==> src/rtl/ahbl_master_arbiter.sv <==
// Two-port AHB-Lite master arbiter: captures each upstream address phase,
// replays it on one shared master port under fixed or round-robin priority.
module ahbl_master_arbiter (
    input  logic        HCLK,
    input  logic        HRESETn,
    input  logic        ARB_MODE,
    input  logic [31:0] S0_HADDR,
    input  logic [1:0]  S0_HTRANS,
    input  logic        S0_HWRITE,
    input  logic [2:0]  S0_HSIZE,
    input  logic [31:0] S0_HWDATA,
    output logic [31:0] S0_HRDATA,
    output logic        S0_HREADY,
    output logic        S0_HRESP,
    input  logic [31:0] S1_HADDR,
    input  logic [1:0]  S1_HTRANS,
    input  logic        S1_HWRITE,
    input  logic [2:0]  S1_HSIZE,
    input  logic [31:0] S1_HWDATA,
    output logic [31:0] S1_HRDATA,
    output logic        S1_HREADY,
    output logic        S1_HRESP,
    output logic [31:0] M_HADDR,
    output logic [1:0]  M_HTRANS,
    output logic        M_HWRITE,
    output logic [2:0]  M_HSIZE,
    output logic [31:0] M_HWDATA,
    input  logic [31:0] M_HRDATA,
    input  logic        M_HREADY,
    input  logic        M_HRESP,
    output logic        M_HMASTER
);

    logic [1:0]        pend_v_q, pend_v_d;
    logic [1:0][31:0]  pend_addr_q, pend_addr_d;
    logic [1:0]        pend_write_q, pend_write_d;
    logic [1:0][2:0]   pend_size_q, pend_size_d;
    logic [1:0]        out_q, out_d;
    logic              dp_v_q, dp_v_d;
    logic              dp_id_q, dp_id_d;
    logic              rr_last_q, rr_last_d;
    logic              hmaster_q, hmaster_d;

    logic [1:0]        req;
    logic [1:0]        cmp;
    logic [1:0]        s_ready;
    logic [1:0]        acc;
    logic              issue;
    logic              sel;
    logic              unused_htrans0;

    assign unused_htrans0 = S0_HTRANS[0] ^ S1_HTRANS[0];

    assign req = {S1_HTRANS[1], S0_HTRANS[1]};

    always_comb begin
        cmp[0]     = dp_v_q & (dp_id_q == 1'b0) & M_HREADY;
        cmp[1]     = dp_v_q & (dp_id_q == 1'b1) & M_HREADY;
        s_ready[0] = ~out_q[0] | cmp[0];
        s_ready[1] = ~out_q[1] | cmp[1];
        acc        = req & s_ready;
    end

    // A tie in round-robin mode goes to whichever port did not issue last.
    always_comb begin
        sel = 1'b0;
        unique case (1'b1)
            (pend_v_q == 2'b11): sel = ARB_MODE ? ~rr_last_q : 1'b0;
            (pend_v_q == 2'b10): sel = 1'b1;
            default:             sel = 1'b0;
        endcase
    end

    assign issue = M_HREADY & (|pend_v_q);

    always_comb begin
        M_HTRANS  = 2'b00;
        M_HADDR   = 32'h0;
        M_HWRITE  = 1'b0;
        M_HSIZE   = 3'b000;
        M_HMASTER = hmaster_q;
        if (issue) begin
            M_HTRANS  = 2'b10;
            M_HADDR   = pend_addr_q[sel];
            M_HWRITE  = pend_write_q[sel];
            M_HSIZE   = pend_size_q[sel];
            M_HMASTER = sel;
        end
    end

    always_comb begin
        M_HWDATA = 32'h0;
        if (dp_v_q) begin
            M_HWDATA = dp_id_q ? S1_HWDATA : S0_HWDATA;
        end
    end

    assign S0_HREADY = s_ready[0];
    assign S1_HREADY = s_ready[1];
    assign S0_HRESP  = dp_v_q & (dp_id_q == 1'b0) & M_HRESP;
    assign S1_HRESP  = dp_v_q & (dp_id_q == 1'b1) & M_HRESP;
    assign S0_HRDATA = M_HRDATA;
    assign S1_HRDATA = M_HRDATA;

    always_comb begin
        pend_v_d     = pend_v_q;
        pend_addr_d  = pend_addr_q;
        pend_write_d = pend_write_q;
        pend_size_d  = pend_size_q;
        out_d        = out_q;
        dp_v_d       = dp_v_q;
        dp_id_d      = dp_id_q;
        rr_last_d    = rr_last_q;
        hmaster_d    = hmaster_q;

        if (issue) begin
            pend_v_d[sel] = 1'b0;
            dp_v_d        = 1'b1;
            dp_id_d       = sel;
            rr_last_d     = sel;
            hmaster_d     = sel;
        end else if (M_HREADY) begin
            dp_v_d = 1'b0;
        end

        for (int m = 0; m < 2; m++) begin
            if (cmp[m]) begin
                out_d[m] = 1'b0;
            end
        end

        // An accept can only happen while the port has nothing pending,
        // so setting after the issue clear never loses a request.
        if (acc[0]) begin
            pend_v_d[0]     = 1'b1;
            pend_addr_d[0]  = S0_HADDR;
            pend_write_d[0] = S0_HWRITE;
            pend_size_d[0]  = S0_HSIZE;
            out_d[0]        = 1'b1;
        end
        if (acc[1]) begin
            pend_v_d[1]     = 1'b1;
            pend_addr_d[1]  = S1_HADDR;
            pend_write_d[1] = S1_HWRITE;
            pend_size_d[1]  = S1_HSIZE;
            out_d[1]        = 1'b1;
        end
    end

    always_ff @(posedge HCLK or negedge HRESETn) begin
        if (!HRESETn) begin
            pend_v_q     <= 2'b00;
            pend_addr_q  <= '0;
            pend_write_q <= 2'b00;
            pend_size_q  <= '0;
            out_q        <= 2'b00;
            dp_v_q       <= 1'b0;
            dp_id_q      <= 1'b0;
            rr_last_q    <= 1'b1;
            hmaster_q    <= 1'b0;
        end else begin
            pend_v_q     <= pend_v_d;
            pend_addr_q  <= pend_addr_d;
            pend_write_q <= pend_write_d;
            pend_size_q  <= pend_size_d;
            out_q        <= out_d;
            dp_v_q       <= dp_v_d;
            dp_id_q      <= dp_id_d;
            rr_last_q    <= rr_last_d;
            hmaster_q    <= hmaster_d;
        end
    end

endmodule

==> config.mk <==
export PLATFORM = sky130hd
export DESIGN_NAME = ahbl_master_arbiter
export DESIGN_NICKNAME = d
export VERILOG_FILES = /design/src/rtl/ahbl_master_arbiter.sv
export SDC_FILE = /design/constraint.sdc
export NUM_CORES = 1
export LEC_CHECK = 0
export ABC_AREA = 1
export BUFFER_PORTS_ARGS = -buffer_cell sky130_fd_sc_hd__buf_2
export CORE_AREA = 2 2 121 123
export DETAILED_ROUTE_END_ITERATION = 16
export DIE_AREA = 0 0 123 125
export GPL_TIMING_DRIVEN = 0
export PLACE_DENSITY = 0.81
export REMOVE_ABC_BUFFERS = 1
export SYNTH_ARGS = -nofsm -noshare
export SYNTH_HDL_FRONTEND = slang
export SYNTH_SLANG_ARGS = --single-unit
==> constraint.sdc <==
create_clock -name HCLK -period 1.3 [get_ports HCLK]
set_input_delay 0 -clock HCLK [delete_from_list [all_inputs] [get_ports HCLK]]
set_output_delay 0 -clock HCLK [all_outputs]
set_load 0.01 [all_outputs]
**Yosys cells after proc, flatten, opt, wreduce, memory -nomap -nowiden**

Cells that the tools add are included.

- Logic and storage cells: 67
- Bits in registers: 80
- Output and inout port bits: 139

- Eq/ne operators: 2
- Bitwise gates (word level): 16
- Mux-type cells: 26
- Magnitude comparators: 2
- Reductions and logical operators: 7

Operators with widths:

| operator | number |
|---|---|
| 32-bit 2-to-1 mux | 5 |
| 1-bit 2-to-1 mux | 14 |
| 2-bit nonzero test | 5 |
| 3-bit 2-to-1 mux | 3 |
| 1-bit bitwise AND | 7 |
| 2-bit bitwise AND | 2 |
| 2-bit == test, second input constant | 2 |
| 2-bit 2-to-1 mux | 2 |
| 1-bit NOT | 4 |
| 1-bit by 2-bit < comparator with 1-bit output, second input constant | 1 |
| 2-bit NOT | 1 |
| 1-bit OR | 2 |
| 1-bit one-hot mux with 2 select lines | 1 |
| 2-bit OR reduction | 1 |
| 1-bit demux with 1-bit select | 1 |
| 1-bit >= comparator, second input constant | 1 |
| 1-bit logical AND | 1 |

**Depth between registers and ports, before layout**

Gate-level depths: netlist (run 1).

- Word-level depth: 11
- Gate-level depth with buffers: 9
- Gate-level depth less buffers: 7

**Worst setup path after synthesis (run 1)**

No wires, ideal clock.

- Path kind: register -> register
- Start point: register dp_id_q
- End point: register pend_addr_q[10] (netlist name)
- Period minus slack after synthesis: 1.210 ns
- Setup time: 0.117 ns
- Path slack: 0.090 ns
- Arrival time: 1.093 ns
- Stages on the path, launching flop included: 10
- Path through: dfrtp_1 buf_6 inv_4 nand3_2 nand2_1 nand2_1 buf_6 buf_6 nand2_1 nand2_1

- Longest elaborated chain between the ends: 5

Ends and longest elaborated chain:

| what | line | text |
|---|---|---|
| from (decl) | 40 | `logic dp_id_q, dp_id_d;` |
| from (signal assigned) | 168 | `dp_id_q <= dp_id_d;` |
| 1-bit NOT | 57 | `cmp[0] = dp_v_q & (dp_id_q == 1'b0) & M_HREADY;` |
| 1-bit bitwise AND (2 in series) | 57 |  |
| 1-bit OR | 59 | `s_ready[0] = ~out_q[0] \| cmp[0];` |
| 2-bit bitwise AND | 61 | `acc = req & s_ready;` |
| to (signal assigned) | 163 | `pend_addr_q <= pend_addr_d;` |
| to (decl) | 35 | `logic [1:0][31:0] pend_addr_q, pend_addr_d;` |

Every way passes these cells.
A chain may end at the register's enable or synchronous reset.

**Worst setup path in the final report (run 1)**

- Start point: register pend_v_q[1]
- End point: output M_HADDR[6]

- Longest elaborated chain between the ends: 5
- Elaborated cells on any way between the ends: 8
- Those cells by class: eq/ne: 2; mux: 4; bitwise: 1; reduce/logical: 1

Ends and longest elaborated chain:

| what | line | text |
|---|---|---|
| from (decl) | 34 | `logic [1:0] pend_v_q, pend_v_d;` |
| from (signal assigned) | 162 | `pend_v_q <= pend_v_d;` |
| 2-bit == test, on equally long branches | 69, 68 |  |
| 1-bit one-hot mux with 2 select lines | 67 | `unique case (1'b1)` |
| 32-bit 2-to-1 mux (not written as such) (2 in series) | 84 | `M_HADDR = pend_addr_q[sel];` |
| 32-bit 2-to-1 mux (*) | 82 | `if (issue) begin` |
| to (decl) | 23 | `output logic [31:0] M_HADDR,` |

Every way passes the cells marked *; elsewhere a longest branch is shown, timed or not. The select of a mux whose other input is x is not followed.

==> results of run 1 <==
repair_timing:
action | CTS | global route
pin swaps | 78 | 53
gates resized for setup | 209 | 162
setup endpoints to repair | 154 | 153
setup buffers | 38 | 20
hold buffers | 73 | 0
cloned | 29 | 6
hold endpoints to repair | 111 | 0
area by class of cell:
cell class / count / area [um2]
fillers: 1054 / 5270
multi-input cells: 474 / 3470
repair buffers: 346 / 2710
flip-flops and latches: 80 / 2020
clock buffers: 10 / 239
well taps: 184 / 230
clock inverters: 6 / 115
repair inverters: 8 / 71.3
inverters: 8 / 61.3
diodes: 4 / 10.0
cell usage after synthesis (2+ instances only):
master	number	area, um2
o21ai_0	3	15.0
clkbuf_1	24	90.1
nor2_1	3	11.3
inv_1	6	22.5
a21oi_1	35	175
nor3_1	2	10.0
nand2_1	260	976
buf_2	16	80.1
nand4_1	33	206
dfrtp_1	79	1980
buf_4	72	541
buf_6	8	90.1
nand3_1	110	551
metal layers:
| metal | up-vias | track usage, % | share of wire (%) |
|---|---|---|---|
| li1 | 2668 | - | - |
| met1 | 3091 | 39.3 | 36 |
| met2 | 628 | 56.5 | 46 |
| met3 | 128 | 13.0 | 12 |
| met4 | 4 | 14.6 | 5.2 |
| met5 | - | 3.29 | 0.22 |
how the worst max path moves through the flow:
| stage | start | end | slack, ns | cells past startpoint |
|---|---|---|---|---|
| floorplan | dp_id_q | pend_addr_q[0] | -1.56 | 6 |
| global placement | dp_id_q | pend_addr_q[19] | -3.08 | 6 |
| detailed placement | dp_id_q | pend_addr_q[20] | -2.47 | 6 |
| CTS | pend_v_q[1] | M_HADDR[6] | -0.42 | 6 |
| global route | pend_v_q[1] | M_HADDR[6] | -0.55 | 6 |
| finish | pend_v_q[1] | M_HADDR[6] | -0.49 | 6 |
cell families after synthesis:
family,count (synthesis),share of synthesized area [%]
buf+inv,128,17.4
compound gates,39,4.07
other cells,1,0.0781
flops,80,41.7
simple gates,409,36.8
placed cells by master (no fill, tap or decap), types with 3 or more instances in the layout:
cell,count
a21oi_2,33
buf_12,14
buf_2,195
buf_4,18
buf_6,36
buf_8,7
bufinv_16,3
clkbuf_16,10
clkinvlp_4,6
dfrtp_1,74
dfrtp_4,3
diode_2,4
dlygate4sd3_1,73
inv_1,4
nand2_1,157
nand2_2,60
nand2_4,40
nand2_8,28
nand3_1,46
nand3_2,61
nand3_4,4
nand4_1,33
nor2_1,3
state kept, by name, indices dropped and copies added, names as in the netlist:
register and count:
pend_size_q 6, dp_id_q 1, pend_addr_q 64, out_q 2
dp_v_q 1, rr_last_q 1, pend_write_q 2, pend_v_q 2
hmaster_q 1
critical path, stage by stage (launching register included):
cell	delay (ns)
dfrtp_4	0.50
o21ai_4	0.15
buf_12	0.17
clkinvlp_4	0.27
nand3_2	0.15
nand2_2	0.06
buf_2	0.14
where the power goes:
part / switching (mW) / total (mW) / internal [mW]
clock: 1.09 / 3.04 / 1.94
combinational: 7.78 / 13.0 / 5.25
sequential: 1.21 / 4.93 / 3.72
stage by stage:
stage	hold WS, ns	TNS [ns]	utilization, %
floorplan	-0.296	-148.56	-
global placement	0.000169	-359.13	37.4
detailed placement	0.000169	-253.72	37.6
CTS	0.000169	-38.50	56.6
global route	0.000120	-51.80	62.8
finish	0.000132	-44.70	62.9
==> impl_metrics.tcl, run 1 <==
set metrics [dict create \
    outcome "finished, violations left" \
    violations "negative setup slack" \
    min_from "M_HRDATA[12]" \
    dieArea_um2 15400 \
    ios 316 \
    clk_path_buf_depth 2 \
    setup_viol 152 \
    reg2reg_depth 8 \
    num_vias 6519 \
    fmax_ghz 0.558 \
    critPathCaptureType "output port" \
    fin_crit_sh_pct 138 \
    rows 44 \
    htreeDepth 3 \
    die_w_um 123 \
    grt_overflow_total 0 \
    slew_headroom_pct 28.3 \
    vias_per_cell 5.82 \
    cts_made_buffers 9 \
    clockRootBuffer "clkbuf_16" \
    ys_ff_latch 80 \
    dr.pass1.iters 5 \
    die_h_um 125 \
    cts.sinks 80 \
    port_buffers 216 \
    tightest_slew_ns 1.08 \
    drc_errors 0 \
    min_to "S1_HRDATA[12]" \
    clk_pin_slew_ns 0.06 \
    yosysUniqueCellTypes 19 \
    postPlaceCellArea_um2 5340 \
    pre_cts_slack_ns -2.47 \
    nets 1104 \
    power_mw 21.0 \
    detail_route.iter0.violations 657 \
    synthArstFlopShare_pct 100 \
    ir_worst_vdd_mv 1.17 \
    synth_cells 657 \
    gp_congestion 0.750 \
    hold_class "input pin to output port" \
    synthToLayoutAreaGrowth_pct 86.1 \
    grt_pass1_vias 6329 \
    rsz0062_at_grt "yes" \
    core-area_um2 14200 \
    clock_skew_ns 0.00707 \
    p_per_area_nw_per_um2 2350 \
    stdcell_count 1120 \
    drive_gt1_share_pct 57.6 \
    critPathRequiredTime_ns 1.30 \
    yosysSeqAreaShare_pct 41.7 \
    tritoncts "yes" \
    finalHoldViolCount 0 \
    postLayoutSetupSlackWorst_ns -0.491 \
    routedWlPerCell_um 26.2 \
    holdPathStages 0 \
    path_max_fanout 7 \
    start_kind "flip-flop" \
    timing.rr.start "dp_id_q" \
    p_leak_nw 4.43 \
    antenna_left 0 \
    slew_viol_final 0 \
    grt_antenna_before_repair 5 \
    final_area_um2 8930 \
    reg2reg_slack_ns -0.35 \
    grt_pass1_wl_um 38200 \
    initial_core_util_pct 33.8 \
    maxCapViolCount 0 \
    dp_hpwl_um 12200 \
    grt_max_degree 43 \
    yosysWarningCount 0 \
    timing.rr.end "pend_addr_q[20]" \
    synth_enable_flop_cells 0 \
    syn_area_per_cell_um2 7.31 \
    wl_um 29300 \
    insertion_delay_ns 0.35 \
    arrival_ns 1.79 \
    post-route-min-period_ns 1.79 \
    synth_top_flop_cell "dfrtp_1" \
    crit_type "flip-flop to output port" \
    grt_usage_pct 34.3 \
    dpl.cell_count 938 \
    synth_area_um2 4800 \
]
No activity file was read; power rests on OpenSTA's default activity.
==> run 2, diff against run 1 <==
Settings changed: SETUP_SLACK_MARGIN set to 0.5.
==> run 2 against run 1 <==
  * The flow finishes with violations (negative hold slack, negative setup slack)
  * Sequential share of layout area is essentially flat
  * Core utilization about the same
  * Final area is essentially flat
  * Clock skew decreased by 0.00080 ns
  * Power fell by 0.84%
  * Flip-flop and latch count unchanged
  * Cell count is 0.63% lower
  * Count of clock-buffer cells in the layout did not move
  * Via count is 2.2% lower
  * Wire length decreased by 2.8%
  * Maximum frequency is 0.45% higher
  * Global-route usage decreased by 0.30 points
==> impl_metrics.tcl, run 2 (same netlist as run 1, synthesis figures left out) <==
set metrics [dict create \
    critPathLaunch "pend_v_q[1]" \
    hold_class "input pin to asynchronous set/reset pin" \
    rsz0062_at_grt "yes" \
    path_max_fanout 7 \
    tightest_slew_ns 1.08 \
    clk_pin_slew_ns 0.06 \
    regMostFlops "pend_addr_q" \
    slew_viol_final 0 \
    detail_route.iter0.violations 557 \
    wl_um 28500 \
    outcome "finished, violations left" \
    grt_antenna_before_repair 6 \
    setup_viol 153 \
    top_regs "pend_addr_q (64), pend_size_q (6)" \
    reg2reg_slack_ns -0.32 \
    htreeDepth 3 \
    arrival_ns 1.78 \
    reg2reg_depth 5 \
    grt_max_degree 43 \
    drive_gt1_share_pct 57.7 \
    critPathCaptureType "output port" \
    ir_worst_vdd_mv 1.08 \
    synthToLayoutAreaGrowth_pct 86.1 \
    pre_cts_slack_ns -2.47 \
    cts_made_buffers 9 \
    grt_pass1_wl_um 38000 \
    cts.sinks 80 \
    dp_hpwl_um 12200 \
    start_kind "flip-flop" \
    dr.pass1.iters 5 \
    whs_ns -0.353 \
    stdcell_count 1113 \
    initial_core_util_pct 33.8 \
    p_leak_nw 4.42 \
    maxCapViolCount 0 \
    crit_type "flip-flop to output port" \
    path_depth 6 \
    gp_congestion 0.750 \
    antenna_left 0 \
    clk_path_buf_depth 2 \
    power_mw 20.8 \
    vias_per_cell 5.73 \
    nets 1095 \
    cp_cell_sequence "o21ai_4, buf_12, clkinvlp_4, nand3_2, nand2_2, buf_6" \
    fmax_ghz 0.561 \
    final_common_cell "buf_2" \
    setup_tns_ns -44.38 \
    violations "negative hold slack, negative setup slack" \
    cpPeakStageDelay_ns 0.50 \
    insertion_delay_ns 0.34 \
    dieArea_um2 15400 \
    finalHoldViolCount 40 \
    drc_errors 0 \
    port_buffers 216 \
    clock_skew_ns 0.00627 \
    post-route-min-period_ns 1.78 \
    slew_headroom_pct 28.3 \
    largest_register_ffs 64 \
    timing.rr.start "dp_id_q" \
    grt_overflow_total 0 \
    path_delay_family "buffers and inverters" \
    critPathRequiredTime_ns 1.30 \
    clockRootBuffer "clkbuf_16" \
    die_h_um 125 \
    die_w_um 123 \
    grt_usage_pct 34.0 \
    num_vias 6374 \
    grt_pass1_vias 6278 \
    p_per_area_nw_per_um2 2330 \
    rows 44 \
    timing.rr.end "pend_addr_q[51]" \
    tritoncts "yes" \
    core-area_um2 14200 \
    fin_crit_sh_pct 137 \
    holdBufCountCts 72 \
    dpl.cell_count 938 \
    final_cell_mix "buf_2, nand2_1, dfrtp_1" \
    cp_slowest_cell "dfrtp_4" \
    postLayoutSetupSlackWorst_ns -0.483 \
    crit_buf_inv 3 \
    routedWlPerCell_um 25.6 \
    ios 316 \
]
run 2: changes by cell type in the layout (fill, tap and decap cells not counted), moves of 2 or more:
cell	delta
nand2_4	+5
nand3_2	+3
nand2_1	+2
nand2_8	-2
nand2_2	-7
buf_8	-2
nand3_1	-4
a21oi_4	+3
buf_4	-4
a21oi_2	-2
diode_2	+2
run 2: area by class of cell:
type | count | area, um2
fill | 1050 | 5270
multi-input combinational | 472 | 3520
timing repair buffer | 338 | 2640
sequential | 80 | 2020
clock buffer | 10 | 239
tap | 184 | 230
clock inverter | 6 | 115
timing repair inverter | 9 | 106
inverter | 8 | 53.8
antenna | 6 | 15.0
run 2: per-layer routing:
metal	up-vias	GRT usage, %	part of all wire, %
li1	2652	-	-
met1	3059	39.3	36
met2	550	54.8	47
met3	111	13.0	12
met4	2	16.2	4.8
met5	-	3.29	0.17
run 2: repair_timing:
item	in CTS	in global routing
gates resized for setup	198	188
buffers inserted	38	9
endpoints found under the hold margin	111	39
gates cloned	30	4
endpoints found under the setup margin	154	154
pin swaps	78	55
run 2: metrics by stage:
stage               utilization (%)  hold WS, ns  cell area, um2
floorplan                         -       -0.296            4000
global placement               37.4     0.000169            5310
detailed placement             37.6     0.000169            5340
CTS                            56.2       -0.345            7980
global route                   62.8       -0.322            8920
finish                         62.9       -0.353            8930
run 2: power breakdown:
group	internal (mW)	leakage (nW)	switching, mW
combinational	5.17	3.26	7.72
sequential	3.72	0.977	1.21
clock	1.94	0.175	1.06
run 2: worst max path at each step:
| stage | endpoint | slack, ns |
|---|---|---|
| global route | M_HADDR[6] | -0.53 |
| global placement | pend_addr_q[19] | -3.08 |
| CTS | M_HADDR[6] | -0.42 |
| detailed placement | pend_addr_q[20] | -2.47 |
| floorplan | pend_addr_q[0] | -1.56 |
| finish | M_HADDR[26] | -0.48 |
==> run 3, diff against run 2 <==
Settings changed: ABC_AREA 1 to not set, CORE_AREA 2 2 121 123 to 2 2 124 126, DIE_AREA 0 0 123 125 to 0 0 126 128, PLACE_DENSITY 0.81 to 0.78.
==> run 3 against run 2 <==
  * The run still ends with negative hold slack, negative setup slack left
  * Final area decreased by 10%
  * Via count fell by 34%
  * Critical endpoint is now M_HADDR[15]
  * Synthesized area decreased by 0.63%
  * Largest cell class is now non-clock buffers
  * Synthesized cell count decreased by 43%
  * Non-clock buffer count up 27
  * Count of clock-buffer cells in the layout rose by 2
==> impl_metrics.tcl, run 3 <==
set metrics [dict create \
    top_layer_used "met5" \
    finalHoldViolCount 54 \
    critPathCaptureType "output port" \
    grt_max_degree 49 \
    wl_met2_um 9750 \
    holdBufCountCts 74 \
    yosysWarningCount 0 \
    synth_cells 376 \
    core-area_um2 14900 \
    postLayoutSetupSlackWorst_ns -0.653 \
    cts_made_buffers 9 \
    drc_errors 0 \
    die_w_um 126 \
    drt-met1-wl_um 7040 \
    ys_ff_latch 80 \
    syn_area_per_cell_um2 12.7 \
    insertion_delay_ns 0.33 \
    critPathRequiredTime_ns 1.30 \
    synth.top_cell.area_share_pct 41.4 \
    largest_register_ffs 64 \
    yosysSeqAreaShare_pct 42.0 \
    path_max_fanout 14 \
    setup_viol 148 \
    synth_enable_flop_cells 0 \
    tritoncts "yes" \
    dieArea_um2 16100 \
    final_common_cell "buf_2" \
    clock_skew_ns 0.00955 \
    drive_gt1_share_pct 61.4 \
    gp_congestion 0.707 \
    detail_route.iter0.violations 161 \
    die_h_um 128 \
    synth_area_um2 4770 \
    cp_cell_sequence "and2b_4, a211oi_4, buf_12, buf_12, a22o_1, buf_2" \
    synthToLayoutAreaGrowth_pct 68.0 \
    yosysUniqueCellTypes 34 \
    yosys.area.top_type "dfrtp_1" \
    antenna_left 0 \
    initial_core_util_pct 32.1 \
    grt_pass1_vias 4644 \
    violations "negative hold slack, negative setup slack" \
    cpPeakStageDelay_ns 0.54 \
    slew_viol_final 0 \
    p_leak_nw 3.87 \
    outcome "finished, violations left" \
    port_buffers 216 \
    final_cell_mix "buf_2, dfrtp_1, dlygate4sd3_1" \
    synth.top_cells.by_count "dfrtp_1, buf_4, a22o_1, mux2i_1, nor2b_1" \
    clk_path_buf_depth 2 \
    grt_antenna_before_repair 3 \
    ys_top_cells_by_area "dfrtp_1, buf_4, mux2_4" \
    clockRootBuffer "clkbuf_16" \
    vias_per_cell 4.95 \
    arrival_ns 1.95 \
    fillCellCount 1173 \
    grt_usage_pct 23.5 \
    stdcell_count 855 \
    whs_ns -0.385 \
    final_core_util_pct 53.9 \
    cp_slowest_cell "dfstp_2" \
    htreeDepth 3 \
    routedWlPerCell_um 23.3 \
    start_kind "flip-flop" \
    synthArstFlopShare_pct 100 \
    dr_wl_met3_um 2580 \
    regMostFlops "pend_addr_q" \
    maxCapViolCount 0 \
    grt_overflow_total 0 \
    rows 45 \
    wl_um 19900 \
    dpl.cell_count 698 \
    grt_pass1_wl_um 27900 \
    post-route-min-period_ns 1.95 \
    dp_hpwl_um 11400 \
    ios 316 \
    fin_crit_sh_pct 150 \
    ir_worst_vdd_mv 1.13 \
    fmax_ghz 0.512 \
    top_regs "pend_addr_q (64), pend_size_q (6)" \
    num_vias 4235 \
    crit_type "flip-flop to output port" \
    rsz0062_at_grt "yes" \
    clk_pin_slew_ns 0.06 \
    p_per_area_nw_per_um2 1980 \
    nets 839 \
    synth_top_flop_cell "dfrtp_1" \
    crit_top_cell "buf_12" \
    synth.most_common_cell "dfrtp_1" \
    hold_class "input pin to asynchronous set/reset pin" \
    power_mw 15.9 \
    dr.pass1.iters 4 \
    cts.sinks 80 \
]
## run 3: kinds of logic after synthesis
kind of cell	after synthesis	share of synthesized area [%]
other	1	0.0786
DFF	80	42.0
AOI/OAI and AO/OA	51	9.65
muxes	104	26.0
and+or+nand+nor	46	6.16
buffers and inverters	94	16.1
## run 3: power breakdown
group	internal (mW)	switching [mW]	total, mW
clock network	1.77	0.983	2.76
logic	5.32	3.08	8.40
registers	3.76	0.978	4.74
## run 3: layout make-up
| cell class | count | area, um2 | share of cell area (%) |
|---|---|---|---|
| Clock buffer | 12 | 256 | 3.20 |
| Inverter | 4 | 20.0 | 0.250 |
| Tap cell | 188 | 235 | 2.94 |
| Clock inverter | 3 | 65.1 | 0.812 |
| Multi-Input combinational cell | 202 | 2270 | 28.3 |
| Timing Repair Buffer | 365 | 3160 | 39.4 |
| Sequential cell | 80 | 2010 | 25.1 |
| Antenna cell | 1 | 2.50 | 0.0312 |
## run 3: per-layer routing
layer | global-route usage (%) | up-vias
met5 | 2.79 | -
met4 | 7.05 | 6
met3 | 13.7 | 38
met2 | 40.2 | 301
met1 | 24.3 | 2065
li1 | - | 1825
## run 3: repair_timing
item | CTS | global route
setup endpoints to repair | 154 | 154
pin swaps | 6 | 13
gates resized for setup | 116 | 25
buffers inserted | 42 | 11
endpoints found under the hold margin | 106 | 32
gates cloned | 13 | 1
## run 3: through the flow
stage	TNS (ns)	hold slack (ns)	cell area (um2)	setup slack (ns)
2_1_floorplan	-200.55	-0.296	4020	-2.62
3_3_place_gp	-363.65	0.000115	5340	-4.12
3_5_place_dp	-102.02	-0.0193	5520	-1.20
4_1_cts	-63.69	-0.379	7760	-0.630
5_1_grt	-74.49	-0.356	8010	-0.700
6_report	-66.93	-0.385	8010	-0.653
## run 3: final timing paths
check                             from               to  slack (ns)  cells after the start
max                          rr_last_q      M_HADDR[15]       -0.65                      6
min                            HRESETn  pend_addr_q[33]       -0.39                      1
max reg2reg                    dp_id_q   pend_addr_q[3]       -0.52                      7
min reg2reg                  hmaster_q        hmaster_q        0.50                      1
max in group asynchronous      HRESETn        rr_last_q        1.01                      2
min in group HCLK          M_HRDATA[7]     S1_HRDATA[7]           0                      0
## run 3: critical path: cells and delay by family (launching register included)
kind,cells,cell delay [ns]
buffers and inverters,3,0.46
AOI/OAI and AO/OA,2,0.40
DFF,1,0.54
and+or+nand+nor,1,0.20
